**src/rtl/pll_reset_sequencer.sv**
```systemverilog
`default_nettype none
// ============================================================================
// Module   : pll_reset_sequencer
// Purpose  : Reset/lock sequencer for the 16->32 MHz SB_PLL40_CORE wrapper.
//            Runs on the 16 MHz reference clock. It pulses the PLL's RESETB
//            low, waits for a stable LOCK, then releases the fabric reset.
//            A lock timeout or a loss of lock retries the PLL and bumps a
//            saturating retry counter.
// Ports    : clk_i          16 MHz reference clock (same net as REFERENCECLK)
//            rst_ni         asynchronous active-low reset
//            pll_lock_i     PLL LOCK, asynchronous to clk_i
//            req_reset_i    synchronous request to re-reset the PLL
//            pll_resetb_o   to PLL RESETB (active low)
//            sys_reset_n_o  active-low fabric reset; 32 MHz consumers must
//                           re-synchronise it with two flops
//            locked_o       high while in RUN
//            retry_count_o  saturating count of timeout / lock-loss retries
// Revision : 1.0 - initial release
// ============================================================================
module pll_reset_sequencer #(
  parameter int PLL_RST_CYCLES = 16,
  parameter int LOCK_TIMEOUT   = 16384,
  parameter int STABLE_CYCLES  = 256,
  parameter int RETRY_W        = 8
) (
  input  logic               clk_i,
  input  logic               rst_ni,
  input  logic               pll_lock_i,
  input  logic               req_reset_i,
  output logic               pll_resetb_o,
  output logic               sys_reset_n_o,
  output logic               locked_o,
  output logic [RETRY_W-1:0] retry_count_o
);

  // One shared counter, wide enough for the largest terminal count.
  localparam int MAX_AB = (PLL_RST_CYCLES > LOCK_TIMEOUT) ? PLL_RST_CYCLES : LOCK_TIMEOUT;
  localparam int MAX_P  = (MAX_AB > STABLE_CYCLES) ? MAX_AB : STABLE_CYCLES;
  localparam int CNT_W  = (MAX_P > 2) ? $clog2(MAX_P) : 1;

  localparam logic [CNT_W-1:0] RST_LAST    = CNT_W'(PLL_RST_CYCLES - 1);
  localparam logic [CNT_W-1:0] TMO_LAST    = CNT_W'(LOCK_TIMEOUT - 1);
  localparam logic [CNT_W-1:0] STABLE_LAST = CNT_W'(STABLE_CYCLES - 1);

  typedef enum logic [1:0] {
    S_PLL_RST   = 2'd0,
    S_WAIT_LOCK = 2'd1,
    S_STABLE    = 2'd2,
    S_RUN       = 2'd3
  } state_t;

  state_t             state_q, state_d;
  logic [CNT_W-1:0]   cnt_q, cnt_d;
  logic [RETRY_W-1:0] retry_q, retry_d;
  logic               retry_inc;
  logic               lock_meta_q, lock_s_q;
  logic               pll_resetb_q, run_q;

  // Next-state logic. REQ_RESET is evaluated first so it overrides every
  // lock, timeout and stability event in the same cycle.
  always_comb begin
    state_d   = state_q;
    cnt_d     = cnt_q;
    retry_inc = 1'b0;
    if (req_reset_i) begin
      state_d = S_PLL_RST;
      cnt_d   = '0;
    end else begin
      unique case (state_q)
        S_PLL_RST: begin
          if (cnt_q == RST_LAST) begin
            state_d = S_WAIT_LOCK;
            cnt_d   = '0;
          end else begin
            cnt_d = cnt_q + CNT_W'(1);
          end
        end
        S_WAIT_LOCK: begin
          if (lock_s_q) begin
            state_d = S_STABLE;
            cnt_d   = '0;
          end else if (cnt_q == TMO_LAST) begin
            state_d   = S_PLL_RST;
            cnt_d     = '0;
            retry_inc = 1'b1;
          end else begin
            cnt_d = cnt_q + CNT_W'(1);
          end
        end
        S_STABLE: begin
          // Any dropout restarts the lock wait with a fresh timeout; it is
          // not a retry because the PLL is not reset.
          if (!lock_s_q) begin
            state_d = S_WAIT_LOCK;
            cnt_d   = '0;
          end else if (cnt_q == STABLE_LAST) begin
            state_d = S_RUN;
            cnt_d   = '0;
          end else begin
            cnt_d = cnt_q + CNT_W'(1);
          end
        end
        S_RUN: begin
          if (!lock_s_q) begin
            state_d   = S_PLL_RST;
            cnt_d     = '0;
            retry_inc = 1'b1;
          end
        end
        default: begin
          state_d = S_PLL_RST;
          cnt_d   = '0;
        end
      endcase
    end
  end

  // Saturating retry counter: never wraps back to zero.
  always_comb begin
    retry_d = retry_q;
    if (retry_inc && (retry_q != {RETRY_W{1'b1}})) begin
      retry_d = retry_q + RETRY_W'(1);
    end
  end

  // Outputs are decoded from the next state so they change on the same
  // edge as the state register.
  always_ff @(posedge clk_i or negedge rst_ni) begin
    if (!rst_ni) begin
      state_q      <= S_PLL_RST;
      cnt_q        <= '0;
      retry_q      <= '0;
      lock_meta_q  <= 1'b0;
      lock_s_q     <= 1'b0;
      pll_resetb_q <= 1'b0;
      run_q        <= 1'b0;
    end else begin
      lock_meta_q  <= pll_lock_i;
      lock_s_q     <= lock_meta_q;
      state_q      <= state_d;
      cnt_q        <= cnt_d;
      retry_q      <= retry_d;
      pll_resetb_q <= (state_d != S_PLL_RST);
      run_q        <= (state_d == S_RUN);
    end
  end

  assign pll_resetb_o  = pll_resetb_q;
  assign sys_reset_n_o = run_q;
  assign locked_o      = run_q;
  assign retry_count_o = retry_q;

endmodule
`default_nettype wire
```
**config.mk**
```make
export PLATFORM = sky130hd
export DESIGN_NAME = pll_reset_sequencer
export DESIGN_NICKNAME = d
export VERILOG_FILES = /design/src/rtl/pll_reset_sequencer.sv
export SDC_FILE = /design/constraint.sdc
export NUM_CORES = 1
export LEC_CHECK = 0
export ABC_AREA = 1
export BUFFER_PORTS_ARGS = -buffer_cell sky130_fd_sc_hd__buf_2
export CELL_PAD_IN_SITES_DETAIL_PLACEMENT = 1
export CELL_PAD_IN_SITES_GLOBAL_PLACEMENT = 1
export CORE_ASPECT_RATIO = 0.7
export CORE_MARGIN = 5
export CORE_UTILIZATION = 38
export DETAILED_ROUTE_END_ITERATION = 7
export PLACE_DENSITY = 0.78
export SETUP_SLACK_MARGIN = 0.4
export SYNTH_ARGS = -nofsm -noshare
export SYNTH_HDL_FRONTEND = slang
export SYNTH_SLANG_ARGS = --single-unit
```
**constraint.sdc**
```tcl
create_clock -name clk_i -period 1.5 [get_ports clk_i]
set_clock_uncertainty 0.1 [all_clocks]
set_input_delay 0.3 -clock clk_i [delete_from_list [all_inputs] [get_ports clk_i]]
set_output_delay 0.3 -clock clk_i [all_outputs]
set_load 0.01 [all_outputs]
```
**Yosys cells after proc, flatten, opt, wreduce, memory -nomap -nowiden**

Cells that the tools add are included.

- Multipliers: 0
- Shifts and indexed selects: 0
- Reduce and logical (&&, ||, !) cells: 3
- $lt $le $gt $ge: 0
- Equality and inequality tests: 9
- Divide/modulo/power cells: 0
- Muxes and demuxes: 21
- Bitwise operators: 0
- Add/sub/neg operators: 2

Operators with widths:

| operator | number |
|---|---|
| 14-bit two-way mux | 7 |
| 14-bit case mux with 4 select lines | 1 |
| 14-bit by 1-bit adder with 14-bit output, second input constant | 1 |
| 14-bit equality test, second input constant | 1 |
| 14-bit by 4-bit equality test with 1-bit output, second input constant | 1 |
| 14-bit by 8-bit equality test with 1-bit output, second input constant | 1 |
| 2-bit two-way mux | 7 |
| 8-bit by 1-bit adder with 8-bit output, second input constant | 1 |
| 8-bit != test, second input constant | 1 |
| 2-bit case mux with 4 select lines | 1 |
| 2-bit equality test, second input constant | 3 |
| 1-bit two-way mux | 4 |
| 3-bit != test, second input constant | 1 |
| 2-bit by 1-bit equality test with 1-bit output, second input constant | 1 |
| 2-bit logical NOT | 1 |
| 1-bit case mux with 2 select lines | 1 |
| 2-bit nonzero test | 1 |
| 1-bit logical AND | 1 |

- Logic and storage cells: 42
- Memories kept: 0
- Output and inout port bits: 11
- Bits in read-only memories: 0
- Bits in latches: 0
- RAM bits: 0
- Flip-flop bits (word level): 28

**Depth between registers and ports, before layout**

Gate-level depths: netlist (run 1).

- Depth after elaboration: 6
- Depth in mapped cells: 10
- Mapped depth without buffers: 10

**Worst setup path before layout (run 1)**

OpenSTA, ideal clock, no wires.

- Path type: reg2reg
- From: reg retry_q[0], in the netlist retry_count_o[0]
- To: reg retry_q[0], in the netlist retry_count_o[0]
- Clock period less this slack: 1.700 ns
- Setup slack: -0.200 ns
- Library setup time: 0.127 ns
- Path buffers: 0
- Data arrival time: 1.473 ns
- Stages on the path, launching flop included: 7
- Required time: 1.273 ns
- Cells stage by stage: dfrtp_1 > ha_1 > nand3_1 > nor2_1 > a21oi_1 > nand2_2 > xnor2_1

- Word-level cells in the longest chain between the ends: 2

Ends and longest elaborated chain:

| item | RTL line | source |
|---|---|---|
| start, declared | 54 | `logic [RETRY_W-1:0] retry_q, retry_d;` |
| start signal, assigned | 142 | `retry_q <= retry_d;` |
| branches (longest 2 deep; another with 8-bit by 1-bit adder with 8-bit output) | -- |  |

Parallel ways; which one is timed is not known.
A chain may end at the register's enable or synchronous reset.

**Worst setup path after layout (run 1)**

- From: reg cnt_q[1]
- To: reg cnt_q[0]

- Word-level cells in the longest chain between the ends: 5

Ends and longest elaborated chain:

| item | RTL line | source |
|---|---|---|
| start, declared | 53 | `logic [CNT_W-1:0] cnt_q, cnt_d;` |
| start signal, assigned | 141 | `cnt_q <= cnt_d;` |
| 14-bit by 8-bit equality test with 1-bit output or 14-bit equality test (tied branches) | 96, 82 |  |
| 14-bit two-way mux, on equally long branches | 96, 82 |  |
| 14-bit two-way mux, on equally long branches | 93, 79 |  |
| 14-bit case mux with 4 select lines (*) | 69 | `unique case (state_q)` |
| 14-bit two-way mux (*) | 65 | `if (req_reset_i) begin` |

Every way passes the cells marked *; elsewhere a longest branch is shown, timed or not.

==> out/metrics.yaml, run 1 <==
fin_nets: 306
synth.top_cell.area_share: 0.4201
hold-worst-slack_ns: 0.01959
synth.avg_cell_area_um2: 7.128
dieArea_mm2: 0.005835
p_leak_nw: 1.252
setup.worst_path.start_class: "flip-flop"
ant_nets: 0
h-tree-depth: 1
routedWlPerCell_um: 17.24
io_pins: 15
synth_top_cell_by_area: "dfrtp_1"
finalNonFillerCells: 354
dpl.hpwl_um: 3746
ctsRootBufferMaster: "clkbuf_8"
synth_cell_types: 25
min_period_ns: 1.713
rsz0062_at_grt: "true"
cpPeakStageDelay_ns: 0.42
core_area_mm2: 0.004304
clock-sinks: 28
finalHoldViolCount: 0
internal-power_mw: 1.048
sw_frac_of_total: 0.2320
endpoint_kind: "flip-flop"
violations: "negative setup slack"
cp.arrival_ns: 1.79
slowest_stage: "dfrtp_1"
design_area_mm2: 0.002547
cp_max_fo: 5
area_growth_pct: 52.74
route.detailed.drc: 0
power.switching_mw: 0.3164
rows: 20
cts_tree: "built"
synth_area_leaders: "dfrtp_1 (42%), nand2_1 (20%), nor2_1 (8.1%), inv_1 (4.3%), nand3_1 (4.2%)"
synth_cells: 234
powerDensity_mw_per_mm2: 535.4
worst_path_most_repeated_cell: "nand2_2"
floorplan.initialDensity: 0.3875
irDropWorstVdd_v: 0.0004430
grt_max_degree: 29
grt_use_total: 0.1993
power_frac_comb: 0.079
ys_warn_count: 0
cts_buffers: 3
grt_overflow: 0
worst_pin_slew_ns: 0.2834
slew_viol_final: 0
ys_seq_elements: 28
antenna_found_initial: 0
clk_path_buf_depth: 2
gp_congestion: 0.7649
syn-num-nets: 240
max_cap_viol_count: 0
crit_path_cell_trace: "ha_4 -> nand2_4 -> nor2_4 -> nand4_1 -> nand2_2 -> nand3_4 -> clkbuf_16 -> nand2_2 -> nand2_1"
dieHeight_um: 65.43
yosysSeqAreaShare: 0.4201
min_period_over_period: 1.142
grt_first_pass_wirelength_um: 9052
fin_util: 0.5919
fin_setup_tns_ns: -3.966
finalSetupViolCount: 25
portBuffers: 14
clockPowerShare: 0.353
clkTransAtPathRegs_ns: 0.10
antenna_cells: 0
dr.pass1.iters: 4
drt_wl_total_um: 6102
place_inst: 336
placed_cell_area_mm2: 0.002122
drive_gt1_frac: 0.4247
hp-class: "in2reg"
fmax_mhz: 583.9
die_x_um: 89.19
drt_iter0_markers: 55
num_vias: 1798
status: "finished with violations"
p_seq_frac: 0.567
clk_latency_ns: 0.28
required_ns: 1.58
slew_headroom: 0.8106
setup_ws_ns: -0.2126
vias_per_cell: 5.079
crit_type: "reg2reg"
syn_area_mm2: 0.001668
grt_pass1_vias: 1860
[power by group through the flow]
stage	Sequential, mW	Clock (mW)	Combinational (mW)
after CTS	0.771	0.489	0.0975
after detailed placement	0.786	0	0.0840
after global routing	0.776	0.525	0.120
after global placement	0.785	0	0.0814
final	0.774	0.482	0.108
after floorplan	0.788	0	0.0276
[state kept, by name, summed over array words and instances (netlist names)]
signal         count
pll_resetb_o       1
lock_s_q           1
lock_meta_q        1
state_q            2
cnt_q             14
locked_o           1
retry_count_o      8
[critical path: cells and delay by family, from the launching register on]
kind / cells / cell delay [ns]
adder cells (fa/ha/maj): 1 / 0.17
AND/OR/NAND/NOR: 7 / 0.72
flip-flops: 1 / 0.42
buffers and inverters: 1 / 0.20
[cells by family after synthesis]
| family | Yosys count | share of synthesized area |
|---|---|---|
| simple gates | 160 | 0.4134 |
| buf+inv | 23 | 0.05851 |
| xor+xnor | 10 | 0.05252 |
| flops | 28 | 0.4201 |
| fa+ha+maj | 2 | 0.01500 |
| compound gates | 11 | 0.04051 |
[final cells by class]
cell class | instances | area (um2)
fill | 512 | 1757
multi-input combinational | 184 | 1114
sequential | 28 | 701.9
timing repair buffer | 64 | 536.8
inverter | 19 | 71.32
tap | 55 | 68.82
clock buffer | 4 | 55.05
[per-layer routing]
layer  track usage  share of wire
met1        0.2827           0.45
met2        0.3235           0.49
met5             0              0
met4       0.03532         0.0097
met3       0.03008          0.045
[final timing paths]
check,slack (ns),cells after the start,from,end
worst min-delay path,0.02,1,pll_lock_i,lock_meta_q
worst min register to register,0.27,0,lock_meta_q,lock_s_q
worst max register to register,-0.21,9,cnt_q[1],cnt_q[0]
worst max-delay path,-0.21,9,cnt_q[1],cnt_q[0]
max in group asynchronous,0.74,3,rst_ni,retry_count_o[6]
min in group asynchronous,0.38,3,rst_ni,cnt_q[11]
[synthesized netlist by cell type]
library cell and number:
a21oi_1 3, buf_1 1, buf_4 1, buf_6 1
clkbuf_1 1, dfrtp_1 28, ha_1 2, inv_1 19
nand2_1 87, nand2_2 7, nand2_4 1, nand3_1 14
nand3_2 1, nand3b_1 1, nand4_1 5, nor2_1 36
nor2_2 1, nor2_4 2, nor3_1 5, o21ai_0 2
o21ai_1 2, o21ai_2 2, o21bai_1 2, xnor2_1 7
xor2_1 3
[layout by cell type, fill, tap and decap left out, types with 3 or more instances in the layout]
cell type / n
inv_1: 17
buf_12: 3
buf_2: 11
nand4_1: 5
buf_4: 41
nor2_2: 5
clkbuf_8: 4
nor2_1: 32
xor2_1: 3
nand2_2: 23
nand2_4: 9
nand2_1: 62
nand3_1: 7
nor3_1: 3
nand3_2: 7
dfrtp_1: 27
buf_6: 7
xnor2_1: 7
[per-stage QoR]
step                setup slack (ns)  total power, mW
detailed placement           -0.1510           0.8700
finish                       -0.2126            1.364
global route                 -0.3131            1.421
CTS                          -0.1337            1.357
floorplan                   -0.09416           0.8155
global placement            -0.06636           0.8664
[what timing repair did]
| item | 4_1_cts | 5_1_grt |
|---|---|---|
| pin swaps | 6 | 9 |
| hold buffers | 1 | 0 |
| buffers inserted | 8 | 3 |
| endpoints found under the hold margin | 28 | 0 |
| cloned | 1 | 1 |
| resized for setup | 17 | 45 |
| endpoints found under the setup margin | 36 | 36 |
(Power assumes the default switching activity.)
==> run 2: changes to the inputs <==
ABC_AREA = unset   (was 1)
CORE_UTILIZATION = 40   (was 38)
==> run 2 against run 1 <==
  * The run still ends with negative setup slack left
  * Clock power increased by 3%
  * Sequential share of layout area rose by 0.10 points
  * Sequential cell count unchanged
  * Wire length grew 39%
  * Non-clock buffer count is 17 higher
  * Maximum frequency down 17%
  * Core utilization grew 12 points
  * Synthesized cell count is 30% lower
==> out/metrics.yaml, run 2 <==
clk_latency_ns: 0.29  # about the same
finalNonFillerCells: 291  # -18%
vias_per_cell: 6.546  # +29%
core_area_mm2: 0.003603  # -16%
ys_seq_elements: 28  # unchanged
fillers: 384  # -25%
grt_use_total: 0.2925  # +0.09322
final_cell_mix: "buf_4 (50), nand2_1 (24), dfrtp_1 (23), buf_6 (23), nand3_1 (9)"
synth_most_common_cell: "dfrtp_1"
post-place-ws_ns: -0.4914  # -0.3405 ns
max_cap_viol_count: 0  # unchanged
yosysSeqAreaShare: 0.4560  # +0.03592
fmax_mhz: 484.4  # -17%
sw_frac_of_total: 0.2458  # +0.01378
ys_top_cells_by_count: "dfrtp_1 (28), nand2_1 (24), nor3_1 (12)"
synth.top_cell.area_share: 0.4560  # +0.03592
drt_wl_total_um: 8512  # +39%
cp.arrival_ns: 2.11  # +0.32 ns
async_reset_ff_frac: 1.000  # unchanged
largest_register_ffs: 14  # unchanged
worst_pin_slew_ns: 0.6586  # +0.3752 ns
fin_nets: 248  # -19%
slew_viol_final: 0  # unchanged
io_pins: 15  # unchanged
violations: "negative setup slack"
clkTransAtPathRegs_ns: 0.11  # about the same
p_seq_frac: 0.559  # -0.008
place_inst: 268  # -20%
dieArea_mm2: 0.005200  # -11%
required_ns: 1.55  # -0.03 ns
fin_util: 0.7094  # +0.1175
antenna_cells: 0  # unchanged
internal-power_mw: 1.045  # -0.19%
clk_path_buf_depth: 2  # unchanged
synth.avg_cell_area_um2: 9.369  # +31%
grt_pass1_vias: 1895  # +1.9%
setup.worst_path.start_class: "flip-flop"
routedWlPerCell_um: 29.25  # +70%
placed_cell_area_mm2: 0.002043  # -3.7%
cts_buffers: 3  # unchanged
clockPowerShare: 0.357  # +0.004
dr.pass1.iters: 4  # unchanged
clock-sinks: 28  # unchanged
die_x_um: 84.08  # -5.7%
grt_overflow: 0  # unchanged
endpoint_kind: "flip-flop"
crit_type: "reg2reg"
dieHeight_um: 61.86  # -5.5%
synth_area_leaders: "dfrtp_1 (46%), nand2_1 (5.9%), xor2_1 (4.6%), nor3_1 (3.9%), o211ai_1 (3.9%)"
synth_cells: 164  # -30%
power_frac_comb: 0.084  # +0.005
synth_cell_types: 43  # +72%
antenna_found_initial: 0  # unchanged
irDropWorstVdd_v: 0.0003953  # -11%
final_common_cell: "buf_4"
p_leak_nw: 1.208  # -3.5%
min_period_ns: 2.065  # +0.3519 ns
ant_nets: 0  # unchanged
gp_congestion: 0.8961  # +17%
finalHoldViolCount: 0  # unchanged
status: "finished with violations"
powerDensity_mw_per_mm2: 542.3  # +1.3%
ys_warn_count: 0  # unchanged
synth_top_cell_by_area: "dfrtp_1"
syn-num-nets: 170  # -29%
rsz0062_at_grt: "true"
rows: 18  # -10%
cts_tree: "built"
ctsRootBufferMaster: "clkbuf_8"
grt_first_pass_wirelength_um: 11300  # +25%
dpl.hpwl_um: 4105  # +9.6%
setup_ws_ns: -0.5645  # -0.3519 ns
area_growth_pct: 66.37
floorplan.initialDensity: 0.4264  # +0.03889
top_register: "cnt_q"
total_power_mw: 1.386  # +1.6%
grt_max_degree: 29  # unchanged
finalSetupViolCount: 25  # unchanged
hp-class: "in2reg"
synth_edf_count: 0  # unchanged
num_vias: 1905  # +6.0%
portBuffers: 14  # unchanged
drive_gt1_frac: 0.5187  # +0.09392
drt_iter0_markers: 207  # +280%
syn_area_mm2: 0.001536  # -7.9%
fin_setup_tns_ns: -11.84  # -7.872 ns
ys.flop_type: "dfrtp_1"
power.switching_mw: 0.3407  # +7.7%
cp_max_fo: 4  # -1
slew_headroom: 0.5604  # -0.2502
route.detailed.drc: 0  # unchanged
hold-worst-slack_ns: 0.01736  # -0.002236 ns
h-tree-depth: 1  # unchanged
design_area_mm2: 0.002556  # +0.34%
min_period_over_period: 1.376  # +0.2346
-- run 2: logic make-up (layout without fill, tap and decap cells) --
family	count (synthesis)	in the layout	share of synthesized area
AO/OA/AOI/OAI	33	33	0.1596
XOR/XNOR	9	9	0.05131
adder cells (fa/ha/maj)	2	2	0.01628
buffers and inverters	13	90	0.03827
flip-flops	28	28	0.4560
multiplexers	1	1	0.007328
AND/OR/NAND/NOR	78	78	0.2712
-- run 2: path summary, 6_finish.rpt --
path | start | end | slack, ns | cells past startpoint
max in group asynchronous | rst_ni | cnt_q[11] | 0.53 | 3
min | pll_lock_i | lock_meta_q | 0.02 | 1
min reg2reg | lock_meta_q | lock_s_q | 0.26 | 0
min in group asynchronous | rst_ni | cnt_q[3] | 0.45 | 3
max | cnt_q[7] | cnt_q[2] | -0.56 | 8
max reg2reg | cnt_q[7] | cnt_q[2] | -0.56 | 8
-- run 2: timing repair --
action	in CTS	in global routing
buffers inserted	12	6
pin swaps	18	14
endpoints found under the setup margin	36	37
hold endpoints to repair	28	0
hold buffers	1	0
gates resized for setup	45	20
-- run 2: power groups by stage --
stage / registers, mW / logic [mW] / clock network [mW]
finish: 0.774 / 0.116 / 0.496
global route: 0.775 / 0.124 / 0.516
CTS: 0.772 / 0.103 / 0.481
detailed placement: 0.785 / 0.0793 / 0
global placement: 0.784 / 0.0734 / 0
floorplan: 0.786 / 0.0214 / 0
-- run 2: layout make-up --
cell class	instances	area (um2)	area share
Timing Repair Buffer	81	679.4	0.2658
Clock buffer	4	55.05	0.02154
Inverter	5	20.02	0.007832
Multi-Input combinational cell	123	1032	0.4038
Sequential cell	28	706.9	0.2766
Tap cell	50	62.56	0.02447
-- run 2: worst max-delay path: stages, from the launching register on --
cell       delay, ns
dfrtp_2         0.42
buf_6           0.12
nand4_4         0.12
nor4_4          0.36
buf_4           0.18
o22ai_4         0.08
buf_6           0.15
o2111ai_4       0.22
o311ai_4        0.15
-- run 2: metal layers --
metal	vias up	global-route usage	part of all wire
met5	-	0	0
met4	0	0.09404	0.048
met3	35	0.04611	0.071
met1	988	0.3775	0.41
li1	754	-	-
met2	128	0.5191	0.48
==> run 3: changes to the inputs <==
PLACE_DENSITY = 0.75   (was 0.78)
clock period = 1.95 ns   (was 1.5 ns; I/O delays follow)
==> run 3 against run 2 <==
  * Sequential power down 23%
  * The flow still finishes with violations (negative setup slack)
  * Non-clock buffer count decreased by 33
  * Core utilization shrank 11 points
  * Clock power fell by 5.2%
  * Critical path depth is 1 lower
  * Clock-buffer cell count fell by 1
  * First-iteration DRC count down 73%
  * Register-to-register slack better by 0.55 ns
  * Cell area is 16% lower
  * Largest cell class unchanged
==> out/metrics.yaml, run 3 (synthesized netlist as in run 2, its figures left out) <==
setup.worst_path.start_class: "flip-flop"
rsz0062_at_grt: "true"
slew_viol_final: 0  # unchanged
finalHoldViolCount: 0  # unchanged
grt_overflow: 0  # unchanged
finalSetupViolCount: 2  # -92%
routedWlPerCell_um: 19.90  # -32%
antenna_cells: 0  # unchanged
endpoint_kind: "flip-flop"
cts_buffers: 3  # unchanged
total_power_mw: 1.127  # -19%
cp_max_fo: 5  # +1
route.detailed.drc: 0  # unchanged
portBuffers: 14  # unchanged
vias_per_cell: 5.771  # -12%
drt_iter0_markers: 56  # -73%
clk_latency_ns: 0.28  # about the same
rows: 18  # unchanged
ant_nets: 0  # unchanged
min_period_over_period: 1.006  # -0.3701
core_area_mm2: 0.003603  # unchanged
clockPowerShare: 0.417  # +0.060
area_growth_pct: 39.98
dpl.hpwl_um: 3254  # -21%
ctsRootBufferMaster: "clkbuf_8"
die_x_um: 84.08  # unchanged
grt_use_total: 0.2085  # -0.08396
floorplan.initialDensity: 0.4264  # unchanged
ff2ff_path_depth: 7  # -1
drive_gt1_frac: 0.4279  # -0.09079
reg2reg_slack_ns: -0.01  # +0.55 ns
largest_register_ffs: 14  # unchanged
h-tree-depth: 1  # unchanged
power.switching_mw: 0.2419  # -29%
placed_cell_area_mm2: 0.001809  # -11%
grt_max_degree: 29  # unchanged
reg2reg_to: "cnt_q[2]"
p_leak_nw: 0.9861  # -18%
dr.pass1.iters: 4  # unchanged
cp-startpoint: "cnt_q[1]"
dieArea_mm2: 0.005200  # unchanged
power_frac_comb: 0.054  # -0.030
r2r_start: "cnt_q[1]"
antenna_found_initial: 0  # unchanged
max_cap_viol_count: 0  # unchanged
clk_path_buf_depth: 2  # unchanged
p_seq_frac: 0.529  # -0.030
worst_pin_slew_ns: 0.6528  # -0.005868 ns
min_period_ns: 1.962  # -0.1023 ns
final_cell_mix: "buf_4 (29), nand2_1 (24), dfrtp_1 (21)"
clkTransAtPathRegs_ns: 0.10  # about the same
top_register: "cnt_q"
fmax_mhz: 509.6  # +5.2%
clock-sinks: 28  # unchanged
hold_buffers: 0  # -1
irDropWorstVdd_v: 0.0003525  # -11%
drt_wl_total_um: 5135  # -40%
final_common_cell: "buf_4"
fin_nets: 215  # -13%
internal-power_mw: 0.8851  # -15%
violations: "negative setup slack"
status: "finished with violations"
gp_congestion: 0.9285  # +3.6%
dieHeight_um: 61.86  # unchanged
sw_frac_of_total: 0.2146  # -0.03114
setup_ws_ns: -0.01220  # +0.5523 ns
design_area_mm2: 0.002151  # -16%
cts_tree: "built"
grt_first_pass_wirelength_um: 8369  # -26%
powerDensity_mw_per_mm2: 524.0  # -3.4%
hp-class: "in2async"
io_pins: 15  # unchanged
num_vias: 1489  # -22%
fin_setup_tns_ns: -0.01909  # +11.82 ns
crit_type: "reg2reg"
slew_headroom: 0.5648  # +0.004384
grt_pass1_vias: 1612  # -15%
cp.arrival_ns: 2.04  # -0.07 ns
required_ns: 2.03  # +0.48 ns
[run 3: power by group through the flow]
stage	sequential (mW)	combinational (mW)	clock, mW
after CTS	0.596	0.0578	0.482
after global placement	0.606	0.0423	0
after floorplan	0.605	0.0162	0
after detailed placement	0.607	0.0446	0
final	0.596	0.0608	0.470
after global routing	0.597	0.0672	0.505
[run 3: worst max-delay path by stage]
stage | to | slack, ns | cells after the start
CTS | cnt_q[10] | 0.04 | 7
global placement | cnt_q[10] | 0.02 | 6
detailed placement | cnt_q[10] | -0.004 | 7
floorplan | cnt_q[10] | 0.24 | 7
finish | cnt_q[2] | -0.01 | 7
global route | cnt_q[10] | -0.11 | 7
[run 3: final cells by class]
type / count / area (um2)
Multi-Input combinational cell: 123 / 944.7
Inverter: 5 / 18.77
Clock buffer: 3 / 41.29
Sequential cell: 28 / 709.4
Clock inverter: 1 / 30.03
Tap cell: 50 / 62.56
Fill cell: 411 / 1453
Timing Repair Buffer: 48 / 344.1
[run 3: through the flow]
stage	utilization	hold WS, ns	cells	setup WS (ns)
global route	0.5969	0.07271	258	-0.1095
global placement	0.5021	0.2361	237	0.01915
floorplan	-	-0.005591	164	0.2382
detailed placement	0.5021	0.2442	237	-0.003594
finish	0.5969	0.02261	258	-0.01220
CTS	0.5681	0.04419	253	0.04118
[run 3: critical path: stages (launching register included)]
cell and delay (ns):
dfrtp_1 0.42, ha_4 0.19, and3_4 0.19, a41o_1 0.28
o22ai_2 0.19, o21ai_2 0.13, buf_6 0.16, o311ai_1 0.21
[run 3: routing by layer]
metal,routed length (um),vias up,GRT usage
li1,-,689,-
met1,2374,755,0.2653
met2,2492,35,0.3719
met3,167,10,0.03821
met4,100,0,0.06422
met5,0,-,0
[run 3: repair_timing]
item / 4_1_cts / 5_1_grt
pin swaps: 14 / 9
buffers inserted: 12 / 5
resized for setup: 17 / 16
endpoints found under the setup margin: 25 / 25
